**config.mk**
```make
export PLATFORM = sky130hd
export DESIGN_NAME = dct_tile_sequencer
export DESIGN_NICKNAME = d
export VERILOG_FILES = /design/src/rtl/dct_seq_pkg.sv /design/src/rtl/dct_tile_addr_gen.sv /design/src/rtl/dct_tile_sequencer.sv
export SDC_FILE = /design/constraint.sdc
export NUM_CORES = 1
export LEC_CHECK = 0
export ABC_AREA = 1
export BUFFER_PORTS_ARGS = -buffer_cell sky130_fd_sc_hd__buf_4
export CAP_MARGIN = 15
export CORE_MARGIN = 4
export CORE_UTILIZATION = 40
export CTS_CLUSTER_SIZE = 8
export DETAILED_ROUTE_END_ITERATION = 7
export HOLD_SLACK_MARGIN = 0.03
export PLACE_DENSITY = 0.7
export SLEW_MARGIN = 20
export SYNTH_ARGS = -nofsm -noshare
export SYNTH_HDL_FRONTEND = slang
export SYNTH_SLANG_ARGS = --single-unit
```
**constraint.sdc**
```tcl
create_clock -name clk_i -period 3.66 [get_ports clk_i]
set_clock_uncertainty 0.2 [all_clocks]
set_input_delay 0.732 -clock clk_i [delete_from_list [all_inputs] [get_ports clk_i]]
set_output_delay 0.732 -clock clk_i [all_outputs]
set_load 0.005 [all_outputs]
```
**src/rtl/dct_seq_pkg.sv**
```systemverilog
// Shared state encoding, default widths and a width helper for the DCT tile sequencer.
package dct_seq_pkg;

  typedef enum logic [1:0] {
    ST_IDLE,
    ST_RUN,
    ST_DRAIN,
    ST_DONE
  } seqState_e;

  localparam int DEF_BLK    = 8;
  localparam int DEF_DATA_W = 8;
  localparam int DEF_COEF_W = 16;

  // Never returns less than 1 so counters of a single value still get a legal width.
  function automatic int clog2(input int value);
    int result;
    result = 0;
    while ((1 << result) < value) begin
      result = result + 1;
    end
    if (result < 1) begin
      result = 1;
    end
    return result;
  endfunction

endpackage

```
**src/rtl/dct_tile_addr_gen.sv**
```systemverilog
// Tile-order address walker: column fastest, then row, then tile x, then tile y.
// The address is kept incrementally so no multiplier is needed.
module dct_tile_addr_gen
  import dct_seq_pkg::*;
#(
  parameter int IMG_W  = 128,
  parameter int IMG_H  = 128,
  parameter int BLK    = DEF_BLK,
  parameter int ADDR_W = 14
) (
  input  logic              clk_i,
  input  logic              rstn_i,
  input  logic              clear_i,
  input  logic              step_i,
  output logic [ADDR_W-1:0] addr_o,
  output logic              last_o
);

  localparam int NBX = IMG_W / BLK;
  localparam int NBY = IMG_H / BLK;
  localparam int PW  = clog2(BLK);
  localparam int XW  = clog2(NBX);
  localparam int YW  = clog2(NBY);

  localparam logic [PW-1:0] PMAX = PW'(BLK - 1);
  localparam logic [XW-1:0] XMAX = XW'(NBX - 1);
  localparam logic [YW-1:0] YMAX = YW'(NBY - 1);

  // Jumps from the last pixel of a tile row to the next row, and from a tile's last pixel to the next tile.
  localparam logic [ADDR_W-1:0] ROW_INC  = ADDR_W'(IMG_W - BLK + 1);
  localparam logic [ADDR_W-1:0] TILE_INC = ADDR_W'(1 - (BLK - 1) * IMG_W);

  logic [PW-1:0]     col_q, col_d, row_q, row_d;
  logic [XW-1:0]     bx_q, bx_d;
  logic [YW-1:0]     by_q, by_d;
  logic [ADDR_W-1:0] addr_q, addr_d;

  always_comb begin
    col_d  = col_q;
    row_d  = row_q;
    bx_d   = bx_q;
    by_d   = by_q;
    addr_d = addr_q;
    if (clear_i) begin
      col_d  = '0;
      row_d  = '0;
      bx_d   = '0;
      by_d   = '0;
      addr_d = '0;
    end else if (step_i) begin
      if (col_q != PMAX) begin
        col_d  = col_q + PW'(1);
        addr_d = addr_q + ADDR_W'(1);
      end else begin
        col_d = '0;
        if (row_q != PMAX) begin
          row_d  = row_q + PW'(1);
          addr_d = addr_q + ROW_INC;
        end else begin
          row_d = '0;
          if (bx_q != XMAX) begin
            bx_d   = bx_q + XW'(1);
            addr_d = addr_q + TILE_INC;
          end else begin
            // The end of a tile row is the end of a raster row, so the next tile row follows directly.
            bx_d   = '0;
            addr_d = addr_q + ADDR_W'(1);
            if (by_q != YMAX) begin
              by_d = by_q + YW'(1);
            end else begin
              by_d   = '0;
              addr_d = '0;
            end
          end
        end
      end
    end
  end

  always_ff @(posedge clk_i or negedge rstn_i) begin
    if (!rstn_i) begin
      col_q  <= '0;
      row_q  <= '0;
      bx_q   <= '0;
      by_q   <= '0;
      addr_q <= '0;
    end else begin
      col_q  <= col_d;
      row_q  <= row_d;
      bx_q   <= bx_d;
      by_q   <= by_d;
      addr_q <= addr_d;
    end
  end

  assign addr_o = addr_q;
  assign last_o = (col_q == PMAX) && (row_q == PMAX) && (bx_q == XMAX) && (by_q == YMAX);

endmodule

```
**src/rtl/dct_tile_sequencer.sv**
```systemverilog
// Frame sequencer: streams an image tile by tile into the DCT core and writes the
// returned coefficients back at the same tiled addresses, then pulses done.
module dct_tile_sequencer
  import dct_seq_pkg::*;
#(
  parameter int IMG_W  = 128,
  parameter int IMG_H  = 128,
  parameter int BLK    = DEF_BLK,
  parameter int DATA_W = DEF_DATA_W,
  parameter int COEF_W = DEF_COEF_W,
  parameter int ADDR_W = 14
) (
  input  logic              clk_i,
  input  logic              rstn_i,
  input  logic              start_i,
  output logic              busy_o,
  output logic              done_o,
  output logic              err_o,
  output logic              in_rd_o,
  output logic [ADDR_W-1:0] in_addr_o,
  input  logic [DATA_W-1:0] in_data_i,
  output logic              s_valid_o,
  input  logic              s_ready_i,
  output logic [DATA_W-1:0] s_data_o,
  output logic              s_last_o,
  input  logic              m_valid_i,
  input  logic [COEF_W-1:0] m_data_i,
  input  logic              m_last_i,
  output logic              out_we_o,
  output logic [ADDR_W-1:0] out_addr_o,
  output logic [COEF_W-1:0] out_data_o
);

  localparam int BEAT_W = clog2(BLK * BLK);

  seqState_e         state_q, state_d;
  logic              rdPend_q, rdPend_d;
  logic [1:0]        fifoCnt_q, fifoCnt_d;
  logic              wrPtr_q, wrPtr_d, rdPtr_q, rdPtr_d;
  logic [DATA_W-1:0] fifoMem_q [2];
  logic [BEAT_W-1:0] beatCnt_q, beatCnt_d;
  logic              err_q, err_d, wrDone_q, wrDone_d;
  logic              startAcc, writeOpen, rdLast, wrLast;
  logic              push, popFifo, beatTaken;
  logic [ADDR_W-1:0] rdAddr, wrAddr;
  logic              unusedMLast;

  assign unusedMLast = m_last_i;

  always_ff @(posedge clk_i or negedge rstn_i) begin
    if (!rstn_i) begin
      state_q <= ST_IDLE;
    end else begin
      state_q <= state_d;
    end
  end

  // Reads are only issued while the skid FIFO is guaranteed room for the returning beat.
  always_comb begin
    state_d   = state_q;
    startAcc  = 1'b0;
    busy_o    = (state_q != ST_IDLE);
    done_o    = (state_q == ST_DONE);
    err_o     = err_q;
    writeOpen = ((state_q == ST_RUN) || (state_q == ST_DRAIN)) && !wrDone_q;
    out_we_o  = m_valid_i && writeOpen;
    in_rd_o   = (state_q == ST_RUN) && ((fifoCnt_q + {1'b0, rdPend_q}) < 2'd2);
    case (state_q)
      ST_IDLE: begin
        if (start_i) begin
          startAcc = 1'b1;
          state_d  = ST_RUN;
        end
      end
      ST_RUN: begin
        if (in_rd_o && rdLast) begin
          state_d = ST_DRAIN;
        end
      end
      ST_DRAIN: begin
        if (wrDone_q || (out_we_o && wrLast)) begin
          state_d = ST_DONE;
        end
      end
      ST_DONE: state_d = ST_IDLE;
      default: state_d = ST_IDLE;
    endcase
  end

  // An empty FIFO passes the arriving read beat straight through to the stream.
  always_comb begin
    s_valid_o  = (fifoCnt_q != 2'd0) || rdPend_q;
    s_data_o   = ((fifoCnt_q == 2'd0) && rdPend_q) ? in_data_i : fifoMem_q[rdPtr_q];
    s_last_o   = s_valid_o && (beatCnt_q == '1);
    beatTaken  = s_valid_o && s_ready_i;
    push       = rdPend_q && !((fifoCnt_q == 2'd0) && s_ready_i);
    popFifo    = (fifoCnt_q != 2'd0) && s_ready_i;
    rdPend_d   = in_rd_o;
    fifoCnt_d  = fifoCnt_q + {1'b0, push} - {1'b0, popFifo};
    wrPtr_d    = wrPtr_q ^ push;
    rdPtr_d    = rdPtr_q ^ popFifo;
    beatCnt_d  = beatTaken ? beatCnt_q + BEAT_W'(1) : beatCnt_q;
    wrDone_d   = wrDone_q | (out_we_o && wrLast);
    err_d      = err_q;
    in_addr_o  = rdAddr;
    out_addr_o = wrAddr;
    out_data_o = out_we_o ? m_data_i : '0;
    if (startAcc) begin
      fifoCnt_d = '0;
      wrPtr_d   = 1'b0;
      rdPtr_d   = 1'b0;
      beatCnt_d = '0;
      wrDone_d  = 1'b0;
      err_d     = 1'b0;
    end
    if (m_valid_i && !writeOpen) begin
      err_d = 1'b1;
    end
  end

  always_ff @(posedge clk_i or negedge rstn_i) begin
    if (!rstn_i) begin
      rdPend_q     <= 1'b0;
      fifoCnt_q    <= '0;
      wrPtr_q      <= 1'b0;
      rdPtr_q      <= 1'b0;
      fifoMem_q[0] <= '0;
      fifoMem_q[1] <= '0;
      beatCnt_q    <= '0;
      err_q        <= 1'b0;
      wrDone_q     <= 1'b0;
    end else begin
      rdPend_q  <= rdPend_d;
      fifoCnt_q <= fifoCnt_d;
      wrPtr_q   <= wrPtr_d;
      rdPtr_q   <= rdPtr_d;
      beatCnt_q <= beatCnt_d;
      err_q     <= err_d;
      wrDone_q  <= wrDone_d;
      if (push) begin
        fifoMem_q[wrPtr_q] <= in_data_i;
      end
    end
  end

  dct_tile_addr_gen #(
    .IMG_W (IMG_W),
    .IMG_H (IMG_H),
    .BLK   (BLK),
    .ADDR_W(ADDR_W)
  ) uRdAddr (
    .clk_i  (clk_i),
    .rstn_i (rstn_i),
    .clear_i(startAcc),
    .step_i (in_rd_o),
    .addr_o (rdAddr),
    .last_o (rdLast)
  );

  dct_tile_addr_gen #(
    .IMG_W (IMG_W),
    .IMG_H (IMG_H),
    .BLK   (BLK),
    .ADDR_W(ADDR_W)
  ) uWrAddr (
    .clk_i  (clk_i),
    .rstn_i (rstn_i),
    .clear_i(startAcc),
    .step_i (out_we_o),
    .addr_o (wrAddr),
    .last_o (wrLast)
  );

endmodule

```
---- Yosys cells after proc, flatten, opt, wreduce, memory -nomap -nowiden ----
Cells that the tools add are included.
storage, ports and cells
  output and inout port bits .............. 59
  bits of input ports ..................... 30
  bits in registers ....................... 87
  word-level logic and storage cells ...... 186
operators by class
  multiplexer cells ....................... 70
  reductions and logical operators ........ 40
  equality and inequality tests ........... 29
  $lt $le $gt $ge ......................... 4
  bitwise logic cells ..................... 5
  add/subtract/negate cells ............... 18
operator list
  kind                                           count
  two-way mux 14 bit                             12
  two-way mux 4 bit                              22
  two-way mux 3 bit                              14
  two-way mux 8 bit                              5
  adder 14 x 1 -> 14 bit, second input constant  2
  adder 14 bit, second input constant            2
  adder 14 x 7 -> 14 bit, second input constant  2
  logical AND 1 bit                              19
  adder 4 x 1 -> 4 bit, second input constant    4
  bitwise mux 16 bit                             1
  == test 4 bit, second input constant           4
  two-way mux 16 bit                             1
  inequality test 4 bit, second input constant   4
  inequality test 2 bit, second input constant   7
  adder 3 x 1 -> 3 bit, second input constant    4
  == test 3 bit, second input constant           4
  two-way mux 6 bit                              2
  inequality test 3 bit, second input constant   4
  nonzero test 2 bit                             6
  AND reduction 3 bit                            3
  demux 8 bit (select 1 bit)                     1
  two-way mux 2 bit                              4
  one-hot mux 2 bit (4 select lines)             1
  AND reduction 4 bit                            2
  18 further kinds                               36

---- Depth between registers and ports, before layout ----
Gate-level depths: netlist of run 1.
  word-level depth ........................ 8
  mapped depth ............................ 14
  mapped depth without buffers ............ 14

---- By module ----
From an unflattened synthesis of run 1, not the netlist that was laid out.
unflattened totals
  cells, all modules ...................... 876
  area total of the unflattened synthesis .. 6406.1 um2
modules (own cells, without submodules)
  module                        instances  cells each  area an instance (um2)
  dct_tile_addr_gen at uWrAddr  1          333         2318.5
  dct_tile_addr_gen at uRdAddr  1          330         2198.4
  dct_tile_sequencer            1          213         1889.3

---- Least setup slack after synthesis of run 1 ----
Ideal clock, no wire load.
  kind .................................... register to output
  start ................................... register state_q[0]
  end ..................................... output port out_data_o[10]
  data arrival time ....................... 1384 ps
  path slack .............................. 1344 ps
  required time ........................... 2728 ps
  cell stages (with the launch flop) ...... 7
  buffers on the path ..................... 2
  cells stage by stage .................... dfrtp_1 -> inv_1 -> ha_1 -> nand3_1 -> buf_2 -> buf_1 -> nor2_1
between the ends
  longest elaborated chain between the ends .. 5
ends and longest elaborated chain
  element                                                  line                       RTL
  start, declared                                          dct_tile_sequencer.sv:36   seqState_e state_q, state_d;
  start signal, assigned                                   dct_tile_sequencer.sv:54   state_q <= state_d;
  == test 2 x 1 -> 1 bit or == test 2 bit (tied branches)  dct_tile_sequencer.sv:65   writeOpen = ((state_q == ST_RUN) || (state_q == ST_DRAIN)) && !wrDone_q;
  logical OR 1 bit (*)                                     dct_tile_sequencer.sv:65
  logical AND 1 bit (*)                                    dct_tile_sequencer.sv:65
  logical AND 1 bit (*)                                    dct_tile_sequencer.sv:66   out_we_o = m_valid_i && writeOpen;
  two-way mux 16 bit (*)                                   dct_tile_sequencer.sv:107  out_data_o = out_we_o ? m_data_i : '0;
  end, declared                                            dct_tile_sequencer.sv:31   output logic [COEF_W-1:0] out_data_o
Every way passes the cells marked *; elsewhere a longest branch is shown, timed or not.

---- Final worst setup path of run 1 ----
  start ................................... register fifoCnt_q[1]
  end ..................................... output port s_data_o[1]
between the ends
  longest elaborated chain between the ends .. 3
ends and longest elaborated chain
  element                 line                       RTL
  start, declared         dct_tile_sequencer.sv:38   logic [1:0] fifoCnt_q, fifoCnt_d;
  start signal, assigned  dct_tile_sequencer.sv:134  fifoCnt_q <= fifoCnt_d;
  zero test 2 bit         dct_tile_sequencer.sv:93   s_data_o = ((fifoCnt_q == 2'd0) && rdPend_q) ? in_data_i : fifoMem_q[rdPtr_q];
  logical AND 1 bit       dct_tile_sequencer.sv:93
  two-way mux 8 bit       dct_tile_sequencer.sv:93
  end, declared           dct_tile_sequencer.sv:24   output logic [DATA_W-1:0] s_data_o,
No other way between the ends.

==> out/summary.txt, run 1 <==
Outcome: finished, final reports clean
TritonCTS clock tree: done
Largest net degree at the start of global routing: 57
HP Class: primary input to async pin
WL final: 15.5 mm
Later-pin clock latency in the skew report: 340 ps
Routed vias: 5884
Biggest area consumer among synthesized cells: dfrtp_1
Sequential element share of the synthesized area: 0.358
Finished Core Util: 0.492
Met1 WL: 7.15 mm
Slowest-stage cell, CP: dfrtp_1
Post-Synthesis Cells: 854
Syn. warnings: 0
Drt via density: 5.22
1st-pass router iterations: 7
Max frequency: 364 MHz
Sink Count: 87
Mean Syn Cell Area: 7.11 sq um
# setup viols final: 0
Mapped Nets: 908
Cell mode on critical path: nor2_1
# hold bufs at CTS: 0
Met2 wire length: 7.01 mm
Unrepaired setup endpoints after global routing: false
Worst VDD drop: 0.272 mV
Top-area cell type share of the netlist area: 0.358
Max-slew violation count: 0
Worst setup SP type: register
Die Width: 131 um
Top FF cell, synth: dfrtp_1
Area Growth Syn to Fin: 19.1%
CP Data Arrival Time: 1820 ps
CP cell instances: nor2_1, nand2_1, nor2_1, a31oi_1, buf_4
Port-buffer cells: 87
WP data required: 2730 ps
Metal3 WL: 1.11 mm
CTS clk-pin slew, worst paths: 60 ps
CTS buffer count: 9
Delay-heaviest family, CP: simple AND/OR/NAND/NOR gates
Core Box Area: 0.0147 sq mm
GRT Overall Usage: 0.184
#FFs+latches synth: 87
Max-cap violations: 0
EDFF count, synth: 0
Starting Density: 0.413
First-pass GRT wire length: 26.8 mm
Power Dens Cells: 560 mW/mm^2
Slew headroom: 0.503
Setup crit end kind: output pin
Hold Worst Slack: 248 ps
Avg WL per Cell: 13.7 um
# resized after CTS: 0
WP buf/inv: 1
Worst-Margin Slew: 746 ps
Die height: 131 um
Lkg Pwr: 3.73 nW
Initial antenna violation count: 0
Vias in the first global route: 5710
Core Rows: 44
Hpwl dp: 11.3 mm
IO Count: 89
Die ar.: 0.0172 sq mm
# fillers: 1461
Reg2reg setup slack: 1220 ps
DR top layer: met4
Layout Nets: 993
Aggregate global routing overflow: 0
Tcrit/Tclk final: 0.751
Post-synthesis cell type count: 46
Commonest non-fill, non-tap cell in the layout: nand2_1
Iteration-0 DRC Markers: 395
Endpoints failing hold: 0
Final GP Congestion: 0.908
DRC viols: 0
Crit path largest cell delay: 410 ps
CTS root buf: clkbuf_16
Post-DRT Antenna Nets: 0
Cell area after placement: 0.00691 sq mm
Layout cells sized above 1: 0.182
Dominant cells by area after synthesis: dfrtp_1, nand2_1, nand3_1
Tmin final: 2750 ps
Most frequent cells in the layout: nand2_1, inv_1, buf_4, dfrtp_1, nor2_1
Critical Path Fanout Max: 16
CTS Buffer Depth: 2
Post-Syn Area: 0.00607 sq mm
Crit path kind: register to output pin
Asr flop ratio synth: 1.00
Post-CTS setup buffers: 0
Design area: 0.00723 sq mm
H-Tree Depth: 3
Fin Setup TNS: 0 ps
N_diodes: 0
## worst reg2reg max path: stages (launching register included)
cell	delay (ps)
dfrtp_1	350
ha_1	150
ha_1	400
inv_2	200
nor2_2	370
inv_1	150
o21ai_0	100
inv_1	90
nand3_1	80
nand3_1	70
nand2_1	60
o21ai_0	80
## synth_stat cells (all sizes together) (2+ instances only)
library cell  number
nor3              12
buf               13
a32oi              2
clkbuf             7
nor2              96
dfrtp             87
mux2              16
ha                24
o22ai              6
nand2            235
a22o               3
o31ai              2
inv              114
o21ai             60
o211ai             3
a31oi              9
xor2              18
nand3             78
a21oi             40
a32o               3
and3               3
nand4             12
o21a               2
## path summary, 6_finish.rpt
| path | from | end | depth (start not counted) |
|---|---|---|---|
| min in group clk_i | uRdAddr.bx_q[3]$_DFFE_PN0P_ | uRdAddr.bx_q[3]$_DFFE_PN0P_ | 2 |
| worst max register to register | uRdAddr.col_q[0]$_DFFE_PN0P_ | uRdAddr.addr_o[10]$_DFFE_PN0P_ | 11 |
| max in group asynchronous | rstn_i | wrPtr_q$_DFF_PN0_ | 2 |
| worst max-delay path | fifoCnt_q[1]$_DFF_PN0_ | s_data_o[1] | 5 |
| worst min-delay path | rstn_i | uRdAddr.addr_o[3]$_DFFE_PN0P_ | 1 |
| worst min register to register | uRdAddr.bx_q[3]$_DFFE_PN0P_ | uRdAddr.bx_q[3]$_DFFE_PN0P_ | 2 |
## through the flow
stage	setup slack [ps]	cells	power (W)
after floorplan	1340	854	0.00243
after global placement	1250	1112	0.00304
after detailed placement	1250	1112	0.00308
after CTS	899	1128	0.00410
after global routing	756	1128	0.00438
final	910	1128	0.00405
## logic make-up after synthesis
family                   after synthesis  share of synthesized area
XOR/XNOR                              19                     0.0274
AO/OA/AOI/OAI                        133                      0.128
flip-flops                            87                      0.358
multiplexers                          16                     0.0297
adder cells (fa/ha/maj)               24                     0.0494
AND/OR/NAND/NOR                      440                      0.320
buffers and inverters                135                     0.0874
## metal layers
metal  vias up  global-route usage
met2       195               0.299
li1       2971                   -
met5         -                   0
met1      2703               0.246
met4         0              0.0513
met3        15              0.0443
## registers in the layout, indices dropped and copies added, names as in the netlist, 4 cells and up
register	cells
uRdAddr.addr_o	14
uRdAddr.bx_q	4
fifoMem_q	16
uRdAddr.by_q	4
uWrAddr.addr_o	14
uWrAddr.by_q	4
uWrAddr.bx_q	4
beatCnt_q	6
## where the power goes
group | internal (W) | switching (W)
combinational | 0.000721 | 0.000917
sequential | 0.00120 | 0.000210
clock | 0.000603 | 0.000396
total | 0.00253 | 0.00152
## final cells by class
class / instances / area (sq um) / area share
flip-flops and latches: 87 / 2180 / 0.301
well taps: 184 / 230 / 0.0318
multi-input cells: 632 / 3370 / 0.465
clock buffers: 10 / 229 / 0.0316
repair buffers: 94 / 706 / 0.0975
inverters: 115 / 434 / 0.0600
clock inverters: 6 / 92.6 / 0.0128
No activity file was read; power rests on OpenSTA's default activity.
==> inputs of run 2 (changes only) <==
- PLACE_DENSITY: 0.7 -> 0.73
- clock period: 3.66 -> 2.3 ns (I/O delays scaled with it)
==> run 2 against run 1 <==
Utilization grew 1.4 points. Clock power is 48% higher. Sequential power grew 59%. First-iteration DRC count rose by 17%. Largest cell class unchanged. Largest power group unchanged.
==> out/summary.txt, run 2 (same netlist as run 1, synthesis figures left out) <==
Max reg flops: 16 (unchanged)
Initial antenna violation count: 0 (unchanged)
Launch point of the critical path: state_q[1]$_DFFE_PN0P_
CTS buffer count: 9 (unchanged)
DRC viols: 0 (unchanged)
Met2 usage: 0.294 (-0.00461)
H-Tree Depth: 3 (unchanged)
Setup WS pre-CTS: 173 ps (-1080 ps)
HP Class: primary input to register
1st-pass router iterations: 6 (-1)
Drt via density: 5.25 (+0.59%)
Lkg Pwr: 3.85 nW (+3.3%)
Later-pin clock latency in the skew report: 350 ps (about the same)
CTS Buffer Depth: 2 (unchanged)
Commonest non-fill, non-tap cell in the layout: nand2_1
Max-cap violations: 0 (unchanged)
Area Growth Syn to Fin: 22.5%
Sink Count: 87 (unchanged)
Max frequency: 452 MHz
Most frequent cells in the layout: nand2_1, buf_4, inv_1, dfrtp_1, nand3_1
Die Width: 131 um (unchanged)
Final GP Congestion: 0.963 (+6.1%)
Worst VDD drop: 0.467 mV (+72%)
CTS clk-pin slew, worst paths: 70 ps (about the same)
WL final: 15.8 mm (+2.0%)
IO Count: 89 (unchanged)
Biggest register: fifoMem_q
Aggregate global routing overflow: 0 (unchanged)
Largest net degree at the start of global routing: 37 (-35%)
Slew headroom: 0.723 (+0.220)
Hpwl dp: 11.8 mm (+4.7%)
Grt met3 use: 0.0409 (-0.00344)
Setup crit end kind: output pin
Min-delay src: in_data_i[7]
Crit path kind: register to output pin
Die ar.: 0.0172 sq mm (unchanged)
Final Total Pwr: 0.00657 W (+62%)
Tmin final: 2210 ps
# setup viols final: 0 (unchanged)
Core Box Area: 0.0147 sq mm (unchanged)
Post-DRT Antenna Nets: 0 (unchanged)
Worst setup SP type: register
Layout cells sized above 1: 0.213 (+0.0310)
Iteration-0 DRC Markers: 464 (+17%)
GRT Overall Usage: 0.180 (-0.00319)
GRT Max-Usage Layer: met2
CTS root buf: clkbuf_16
Finished Core Util: 0.506 (+0.0141)
Power Dens Cells: 883 mW/mm^2 (+58%)
Endpoints failing hold: 0 (unchanged)
N_diodes: 0 (unchanged)
Layout Nets: 1015 (+2.2%)
Port-buffer cells: 87 (unchanged)
Worst-Margin Slew: 416 ps (-330 ps)
Global routing met1 resource utilization: 0.241 (-0.00491)
Avg WL per Cell: 13.7 um (about the same)
TritonCTS clock tree: done
Unrepaired setup endpoints after global routing: true
Vias in the first global route: 5769 (+1.0%)
Worst setup margin: 86.3 ps (-824 ps)
CP Data Arrival Time: 1550 ps (-270 ps)
Critical Path Fanout Max: 19 (+3)
Routed vias: 6034 (+2.5%)
First-pass GRT wire length: 26.6 mm (-0.95%)
Hold Worst Slack: 157 ps (-90.5 ps)
Starting Density: 0.413 (unchanged)
Max-slew violation count: 0 (unchanged)
Core Rows: 44 (unchanged)
Tcrit/Tclk final: 0.962
Worst r2r src: uWrAddr.col_q[1]$_DFFE_PN0P_
Die height: 131 um (unchanged)
Outcome: finished, final reports clean
WP data required: 1640 ps (-1090 ps)
## run 2: report_power, final
group | switching (W) | total, W | internal (W)
registers | 0.000325 | 0.00224 | 0.00191
logic | 0.00154 | 0.00285 | 0.00131
clock network | 0.000712 | 0.00148 | 0.000768
total | 0.00258 | 0.00657 | 0.00399
## run 2: layout make-up
cell class	instances	area, sq um
fill	1436	7260
multi-input combinational	632	3410
sequential	87	2180
timing repair buffer	116	898
inverter	115	434
tap	184	230
clock buffer	9	225
clock inverter	7	68.8
## run 2: critical path, cell delays in order (launching register included)
cell     delay (ps)
dfrtp_1         340
inv_1            90
ha_4            290
nand3_2         100
buf_12          170
nor2_1           90
buf_4           110
## run 2: timing repair
action,in CTS,in global routing
hold buffers,1,0
setup buffers,2,0
hold endpoints to repair,13,0
setup endpoints to repair,25,27
gates resized for setup,3,10
## run 2: final timing paths
path | endpoint | slack (ps) | cells past startpoint
setup / recovery | out_data_o[7] | 90 | 6
hold / removal | fifoMem_q[15]$_DFFE_PN0P_ | 160 | 2
setup reg to reg | uWrAddr.by_q[0]$_DFFE_PN0P_ | 210 | 10
hold reg to reg | uRdAddr.bx_q[3]$_DFFE_PN0P_ | 300 | 2
max in group asynchronous | uWrAddr.addr_o[10]$_DFFE_PN0P_ | 1040 | 3
min in group asynchronous | state_q[0]$_DFFE_PN0P_ | 310 | 2
## run 2: stage by stage
| stage | area [sq um] | setup TNS (ps) | std cells |
|---|---|---|---|
| floorplan | 6070 | 0 | 854 |
| global placement | 7080 | 0 | 1131 |
| detailed placement | 7080 | 0 | 1131 |
| CTS | 7410 | 0 | 1150 |
| global route | 7440 | -18.1 | 1150 |
| finish | 7440 | 0 | 1150 |
## run 2: per-layer routing
layer  wire [um]  up-vias  share of wire
met1        7100     2782           0.45
met3        1020       31          0.065
met2        7370      212           0.47
met5           0        -              0
li1            -     3009              -
met4         283        0          0.018
